## src/rtl/i2c_target_core.sv

```systemverilog
// rtl/i2c_target_core.sv - I2C target core; optional SCL stretching on received bytes under I2C_TARGET_STRETCH_EN
//
// SCL/SDA are synchronised and filtered on clk. START, repeated START and STOP are decoded from the
// filtered lines. Write bytes are presented on rx_data/rx_valid. Read bytes are fetched from tx_data
// with a tx_req strobe. SDA is only ever pulled low (sda_oe); the pad itself is open-drain.
// With I2C_TARGET_STRETCH_EN defined, the core holds SCL low after a write byte until rx_ready accepts it.

module i2c_target_core #(
    parameter logic [6:0] TARGET_ADDR = 7'h50,
    parameter int         FILT_LEN    = 3
) (
    input  logic       clk,
    input  logic       rst_n,
    input  logic       scl_i,
    input  logic       sda_i,
    output logic       sda_oe,
    output logic [7:0] rx_data,
    output logic       rx_valid,
    input  logic [7:0] tx_data,
    output logic       tx_req,
    output logic       rw,
`ifdef I2C_TARGET_STRETCH_EN
    output logic       scl_oe,
    input  logic       rx_ready,
`endif
    output logic       active
);

    localparam logic [2:0] S_IDLE     = 3'd0;
    localparam logic [2:0] S_ADDR     = 3'd1;
    localparam logic [2:0] S_ADDR_ACK = 3'd2;
    localparam logic [2:0] S_WR_DATA  = 3'd3;
    localparam logic [2:0] S_RD_DATA  = 3'd4;
    localparam logic [2:0] S_RD_ACK   = 3'd5;
    localparam logic [2:0] S_IGNORE   = 3'd6;

    // A filtered level flips once the synchronised input has disagreed for FILT_LEN samples in a row.
    localparam logic [2:0] FILT_MAX = 3'(FILT_LEN - 1);

    logic [1:0] r_scl_sync;
    logic [1:0] r_sda_sync;
    logic [2:0] r_scl_cnt;
    logic [2:0] r_sda_cnt;
    logic       r_scl_filt;
    logic       r_sda_filt;
    logic       r_scl_prev;
    logic       r_sda_prev;

    logic [2:0] r_state;
    logic [3:0] r_bitcnt;
    logic [7:0] r_shift;
    logic       r_sda_oe;
    logic       r_rw;
    logic       r_active;
    logic [7:0] r_rx_data;
    logic       r_rx_valid;
    logic       r_tx_req;
`ifdef I2C_TARGET_STRETCH_EN
    logic       r_scl_oe;
`endif

    logic w_scl_rise;
    logic w_scl_fall;
    logic w_start;
    logic w_stop;
    logic w_sda;

    // Two-flop synchronisers; idle bus level is high, so reset to 1 to avoid a false edge.
    always_ff @(posedge clk or negedge rst_n) begin
        if (!rst_n) begin
            r_scl_sync <= 2'b11;
            r_sda_sync <= 2'b11;
        end else begin
            r_scl_sync <= {r_scl_sync[0], scl_i};
            r_sda_sync <= {r_sda_sync[0], sda_i};
        end
    end

    // SCL stability filter.
    always_ff @(posedge clk or negedge rst_n) begin
        if (!rst_n) begin
            r_scl_filt <= 1'b1;
            r_scl_cnt  <= 3'd0;
        end else if (r_scl_sync[1] != r_scl_filt) begin
            if (r_scl_cnt == FILT_MAX) begin
                r_scl_filt <= r_scl_sync[1];
                r_scl_cnt  <= 3'd0;
            end else begin
                r_scl_cnt <= r_scl_cnt + 3'd1;
            end
        end else begin
            r_scl_cnt <= 3'd0;
        end
    end

    // SDA stability filter; identical to SCL so both lines see the same lag and keep their ordering.
    always_ff @(posedge clk or negedge rst_n) begin
        if (!rst_n) begin
            r_sda_filt <= 1'b1;
            r_sda_cnt  <= 3'd0;
        end else if (r_sda_sync[1] != r_sda_filt) begin
            if (r_sda_cnt == FILT_MAX) begin
                r_sda_filt <= r_sda_sync[1];
                r_sda_cnt  <= 3'd0;
            end else begin
                r_sda_cnt <= r_sda_cnt + 3'd1;
            end
        end else begin
            r_sda_cnt <= 3'd0;
        end
    end

    // Previous filtered levels for one-clk edge events.
    always_ff @(posedge clk or negedge rst_n) begin
        if (!rst_n) begin
            r_scl_prev <= 1'b1;
            r_sda_prev <= 1'b1;
        end else begin
            r_scl_prev <= r_scl_filt;
            r_sda_prev <= r_sda_filt;
        end
    end

    // START/STOP require SCL high on both sides of the SDA edge, so an SDA change coincident
    // with an SCL edge is never mistaken for a bus condition.
    assign w_scl_rise = r_scl_filt & ~r_scl_prev;
    assign w_scl_fall = ~r_scl_filt & r_scl_prev;
    assign w_start    = r_sda_prev & ~r_sda_filt & r_scl_filt & r_scl_prev;
    assign w_stop     = ~r_sda_prev & r_sda_filt & r_scl_filt & r_scl_prev;
    assign w_sda      = r_sda_filt;

    // Protocol FSM: bus conditions first, then per-state bit handling on filtered SCL edges.
    always_ff @(posedge clk or negedge rst_n) begin
        if (!rst_n) begin
            r_state    <= S_IDLE;
            r_bitcnt   <= 4'd0;
            r_shift    <= 8'h00;
            r_sda_oe   <= 1'b0;
            r_rw       <= 1'b0;
            r_active   <= 1'b0;
            r_rx_data  <= 8'h00;
            r_rx_valid <= 1'b0;
            r_tx_req   <= 1'b0;
`ifdef I2C_TARGET_STRETCH_EN
            r_scl_oe   <= 1'b0;
`endif
        end else begin
            r_tx_req <= 1'b0;
`ifdef I2C_TARGET_STRETCH_EN
            // rx_valid is held until accepted; accepting while SCL is stretched drives the ACK
            // and lets SCL go in the same clk.
            if (r_rx_valid && rx_ready) begin
                r_rx_valid <= 1'b0;
                if (r_scl_oe) begin
                    r_scl_oe <= 1'b0;
                    r_sda_oe <= 1'b1;
                end
            end
`else
            r_rx_valid <= 1'b0;
`endif
            if (w_start) begin
                r_state  <= S_ADDR;
                r_bitcnt <= 4'd0;
                r_sda_oe <= 1'b0;
                r_active <= 1'b0;
`ifdef I2C_TARGET_STRETCH_EN
                r_rx_valid <= 1'b0;
                r_scl_oe   <= 1'b0;
`endif
            end else if (w_stop) begin
                r_state  <= S_IDLE;
                r_sda_oe <= 1'b0;
                r_active <= 1'b0;
`ifdef I2C_TARGET_STRETCH_EN
                r_rx_valid <= 1'b0;
                r_scl_oe   <= 1'b0;
`endif
            end else begin
                case (r_state)
                    S_IDLE: begin
                        r_sda_oe <= 1'b0;
                    end
                    S_ADDR: begin
                        if (w_scl_rise) begin
                            r_shift <= {r_shift[6:0], w_sda};
                            if (r_bitcnt == 4'd7) begin
                                r_bitcnt <= 4'd8;
                                // r_shift[6:0] already holds address bits 7..1; w_sda is R/W.
                                if (r_shift[6:0] == TARGET_ADDR) begin
                                    r_state <= S_ADDR_ACK;
                                    r_rw    <= w_sda;
                                end else begin
                                    r_state <= S_IGNORE;
                                end
                            end else begin
                                r_bitcnt <= r_bitcnt + 4'd1;
                            end
                        end
                    end
                    S_ADDR_ACK: begin
                        // First fall drives the ACK, the second one ends the ACK slot.
                        if (w_scl_fall) begin
                            if (!r_sda_oe) begin
                                r_sda_oe <= 1'b1;
                                r_active <= 1'b1;
                            end else if (!r_rw) begin
                                r_sda_oe <= 1'b0;
                                r_bitcnt <= 4'd0;
                                r_state  <= S_WR_DATA;
                            end else begin
                                r_tx_req <= 1'b1;
                                r_shift  <= tx_data;
                                r_sda_oe <= ~tx_data[7];
                                r_bitcnt <= 4'd0;
                                r_state  <= S_RD_DATA;
                            end
                        end
                    end
                    S_WR_DATA: begin
                        if (r_bitcnt != 4'd8) begin
                            if (w_scl_rise) begin
                                r_shift <= {r_shift[6:0], w_sda};
                                if (r_bitcnt == 4'd7) begin
                                    r_rx_data  <= {r_shift[6:0], w_sda};
                                    r_rx_valid <= 1'b1;
                                    r_bitcnt   <= 4'd8;
                                end else begin
                                    r_bitcnt <= r_bitcnt + 4'd1;
                                end
                            end
                        end else if (w_scl_fall) begin
                            if (!r_sda_oe) begin
`ifdef I2C_TARGET_STRETCH_EN
                                if (r_rx_valid && !rx_ready) begin
                                    r_scl_oe <= 1'b1;
                                end else begin
                                    r_sda_oe <= 1'b1;
                                end
`else
                                r_sda_oe <= 1'b1;
`endif
                            end else begin
                                r_sda_oe <= 1'b0;
                                r_bitcnt <= 4'd0;
                            end
                        end
                    end
                    S_RD_DATA: begin
                        // r_bitcnt counts bits the master has sampled; bit 7 was driven on entry.
                        if (w_scl_rise) begin
                            r_bitcnt <= r_bitcnt + 4'd1;
                        end else if (w_scl_fall) begin
                            if (r_bitcnt == 4'd8) begin
                                r_sda_oe <= 1'b0;
                                r_state  <= S_RD_ACK;
                            end else begin
                                r_shift  <= {r_shift[6:0], 1'b0};
                                r_sda_oe <= ~r_shift[6];
                            end
                        end
                    end
                    S_RD_ACK: begin
                        // r_bitcnt is 8 on entry and cleared when the master ACKs, marking a
                        // pending reload for the next fall.
                        if (w_scl_rise) begin
                            if (w_sda) begin
                                r_state  <= S_IGNORE;
                                r_active <= 1'b0;
                            end else begin
                                r_bitcnt <= 4'd0;
                            end
                        end else if (w_scl_fall && (r_bitcnt == 4'd0)) begin
                            r_tx_req <= 1'b1;
                            r_shift  <= tx_data;
                            r_sda_oe <= ~tx_data[7];
                            r_state  <= S_RD_DATA;
                        end
                    end
                    S_IGNORE: begin
                        r_sda_oe <= 1'b0;
                    end
                    default: begin
                        r_state  <= S_IDLE;
                        r_sda_oe <= 1'b0;
                        r_active <= 1'b0;
                    end
                endcase
            end
        end
    end

    assign sda_oe   = r_sda_oe;
    assign rx_data  = r_rx_data;
    assign rx_valid = r_rx_valid;
    assign tx_req   = r_tx_req;
    assign rw       = r_rw;
    assign active   = r_active;
`ifdef I2C_TARGET_STRETCH_EN
    assign scl_oe   = r_scl_oe;
`endif

endmodule

```

## config.mk

```make
export PLATFORM = sky130hd
export DESIGN_NAME = i2c_target_core
export DESIGN_NICKNAME = d
export VERILOG_FILES = /design/src/rtl/i2c_target_core.sv
export SDC_FILE = /design/constraint.sdc
export NUM_CORES = 1
export LEC_CHECK = 0
export CAP_MARGIN = 5
export CORE_UTILIZATION = 57
export DETAILED_ROUTE_END_ITERATION = 10
export PLACE_DENSITY_LB_ADDON = 0.08
export SLEW_MARGIN = 30
export SYNTH_ARGS = -nofsm -noshare
export SYNTH_HDL_FRONTEND = slang
export SYNTH_SLANG_ARGS = --single-unit
```

## constraint.sdc

```tcl
create_clock -name clk -period 2.6 [get_ports clk]
set_clock_uncertainty 0.05 [all_clocks]
set_input_delay 0.39 -clock clk [delete_from_list [all_inputs] [get_ports clk]]
set_output_delay 0.39 -clock clk [all_outputs]
set_load 0.005 [all_outputs]
```

==> metrics <==
outcome finished, violations left; violated checks negative hold slack; drt first pass iters 4; Sink Count 41; routability cong. 0.987; Num CTS Buffers 5; setup TNS 0 ns; Non-Filler Instances 317; H-tree depth 2; Hold Buf Count CTS 0; Crit. End Element flop; Die ar. 4580 sq um; FF+latch count, synth 41; final hold vios 1; Yosys top cell by area dfrtp_1; largest family of logic cells by synthesized area compound AO/OA/AOI/OAI gates; async set-reset flop share out of synthesis 100%; syn_area_per_cell 10.5 sq um; fill count 301; Hold WS -0.00300 ns; vias in the first global route 1,804; multiplexer share of the synthesized area 13.8%; Final Cell Area 2880 sq um; Initial Util 60.6%; adder-cell share of the synthesized area 1.02%; Chip Height 67.7 um; Cells after DPL 309; Slew @ Worst Pin 0.716 ns; dominant synthesized flop cell dfrtp_1; Worst slew margin 52.3%; Setup violations, final 0; Lkg Pwr 1.23 nW; total global routing overflow 0; Starting DRT DRC Count 257; Synth Area in XOR/XNOR 1.78%; Post-Syn Area 2460 sq um; Pins Over Slew Limit 0; Synth Area in Compound Gates 18.5%; post-CTS setup buffer count 0; # DRC 0; Max-Cap Viols 0; Overall Global Routing Usage 25.9%; Via density 6.16; Net count, final 280; Reg2Reg Depth 7; register area share after synthesis 42.1%; Core Rows 23; CTS tree built; Post-Synthesis Cells 235; antenna-violating nets left 0; commonest non-fill, non-tap cells in the layout dfrtp_1, clkdlybuf4s50_1, mux2_2, nor2_1, nand2_1; VDD IR max 0.000563 V; WP data arrival 2.44 ns; WL final 5.29 mm; post-synthesis net count 249; number of synthesized flops with an enable pin 0; initial antenna violation count 0; I/O pin total 25; Core ar. 4060 sq um; Ant. Diodes 0; area delta synth->final 17.2%; Post-DP Area 2770 sq um; clk buf depth 2; Final period util 88.5%; Clock Latency Late Sink 0.30 ns; Synth top area share 33.6%; Yosys warning count 0; most common cell after layout, fill and taps aside dfrtp_1; root buf cell clkbuf_8; CP required 2.74 ns; pin count of the biggest net entering global routing 42; first-pass GRT wire length 8.57 mm; PortBufs 24; DR WL/cell 16.7 um; Setup CP Type reg -> reg; DP Wirelength 3.72 mm; critical-path maximum fanout 7; Clk pin slew, worst setup/hold paths 0.08 ns; simple logic cell fraction of the synthesized area 18.1%; Worst Setup Start Kind flop; Cell Pwr Density 755 nW/um^2; synth unique cells 67; highest clock rate 435 MHz; minimum clock period 2.30 ns; RSZ-0062 raised after global routing false; top cells by area, synth dfrtp_1, dfstp_2, mux2_2; Die X 67.7 um; PostCTS Resize Cnt 0; share of cells above drive strength 1 25.1%; Hold Crit Class in -> async; via count 1,953
-- per-stage QoR --
stage	setup slack [ns]	utilization, %	total power [mW]
4_1_cts	0.319	71.0	2.18
2_1_floorplan	0.500	-	1.46
3_5_place_dp	0.339	68.1	1.65
5_1_grt	0.164	71.0	2.31
6_report	0.299	71.0	2.18
3_3_place_gp	0.377	68.1	1.64
-- synth_stat cells (2+ instances only) --
| cell type | n |
|---|---|
| a22o_1 | 2 |
| nand3_1 | 7 |
| o21ai_0 | 8 |
| nand2b_1 | 5 |
| dfrtp_1 | 33 |
| nor4_1 | 2 |
| a211oi_1 | 3 |
| nor2_1 | 17 |
| nor2_2 | 2 |
| inv_1 | 6 |
| a221oi_1 | 3 |
| buf_4 | 8 |
| nor3_1 | 7 |
| ha_1 | 2 |
| nand2_1 | 16 |
| a31oi_1 | 3 |
| xor2_1 | 3 |
| nand4bb_1 | 2 |
| buf_2 | 3 |
| nor2b_1 | 8 |
| nand3b_1 | 2 |
| a21oi_1 | 11 |
| xnor2_1 | 2 |
| dfstp_2 | 8 |
| o22ai_1 | 3 |
| o211ai_1 | 3 |
| o32ai_1 | 2 |
| mux2_4 | 7 |
| mux2_1 | 2 |
| mux2_2 | 18 |
-- worst max-delay path, stage by stage (launching register included) --
cell and delay (ns):
dfrtp_1 0.44, inv_1 0.09, ha_1 0.21, or2b_1 0.28, a2111oi_4 0.36, o21ai_2 0.10
a21oi_4 0.32, mux2_4 0.33
-- worst paths after layout --
path | start | to | slack [ns]
max | r_bitcnt[0] | r_shift[1] | 0.30
min | rst_n | r_bitcnt[3] | -0.003
max reg2reg | r_bitcnt[0] | r_shift[1] | 0.30
min reg2reg | r_scl_sync[0] | r_scl_sync[1] | 0.31
max in group asynchronous | rst_n | r_sda_prev | 2.13
min in group clk | r_scl_sync[0] | r_scl_sync[1] | 0.31
-- cell families after synthesis --
| kind of cell | count (synthesis) |
|---|---|
| AND/OR/NAND/NOR | 80 |
| AO/OA/AOI/OAI | 59 |
| flip-flops | 41 |
| multiplexers | 28 |
| buffers and inverters | 20 |
| XOR/XNOR | 5 |
| adder cells (fa/ha/maj) | 2 |
-- registers in the layout (all words and copies together) (netlist names) --
register / count
r_sda_cnt: 3
r_scl_filt: 1
r_bitcnt: 4
r_scl_prev: 1
rw: 1
r_sda_prev: 1
rx_valid: 1
r_scl_cnt: 3
r_sda_filt: 1
sda_oe: 1
active: 1
r_sda_sync: 2
r_shift: 7
r_scl_sync: 2
tx_req: 1
rx_data: 8
r_state: 3
-- cell type report --
type / count / area, sq um / area share (%)
inverters: 7 / 26.3 / 0.911
flip-flops and latches: 41 / 1040 / 35.9
multi-input cells: 174 / 1310 / 45.4
well taps: 50 / 62.6 / 2.17
repair buffers: 37 / 335 / 11.6
clock buffers: 5 / 68.8 / 2.39
clock inverters: 3 / 46.3 / 1.61
-- power by group --
part / leakage (nW) / switching, mW / internal (mW) / total (mW)
Clock: 0.0543 / 0.233 / 0.287 / 0.520
Sequential: 0.540 / 0.181 / 0.758 / 0.939
Combinational: 0.633 / 0.387 / 0.330 / 0.717
Total: 1.23 / 0.801 / 1.38 / 2.18
-- layer usage --
| layer | GRT usage (%) | vias up | routed length [um] |
|---|---|---|---|
| met5 | 0 | - | 0 |
| met2 | 37.7 | 68 | 2370 |
| li1 | - | 933 | - |
| met1 | 35.7 | 940 | 2460 |
| met3 | 6.42 | 12 | 338 |
| met4 | 12.5 | 0 | 121 |
No activity file was read; power rests on OpenSTA's default activity.
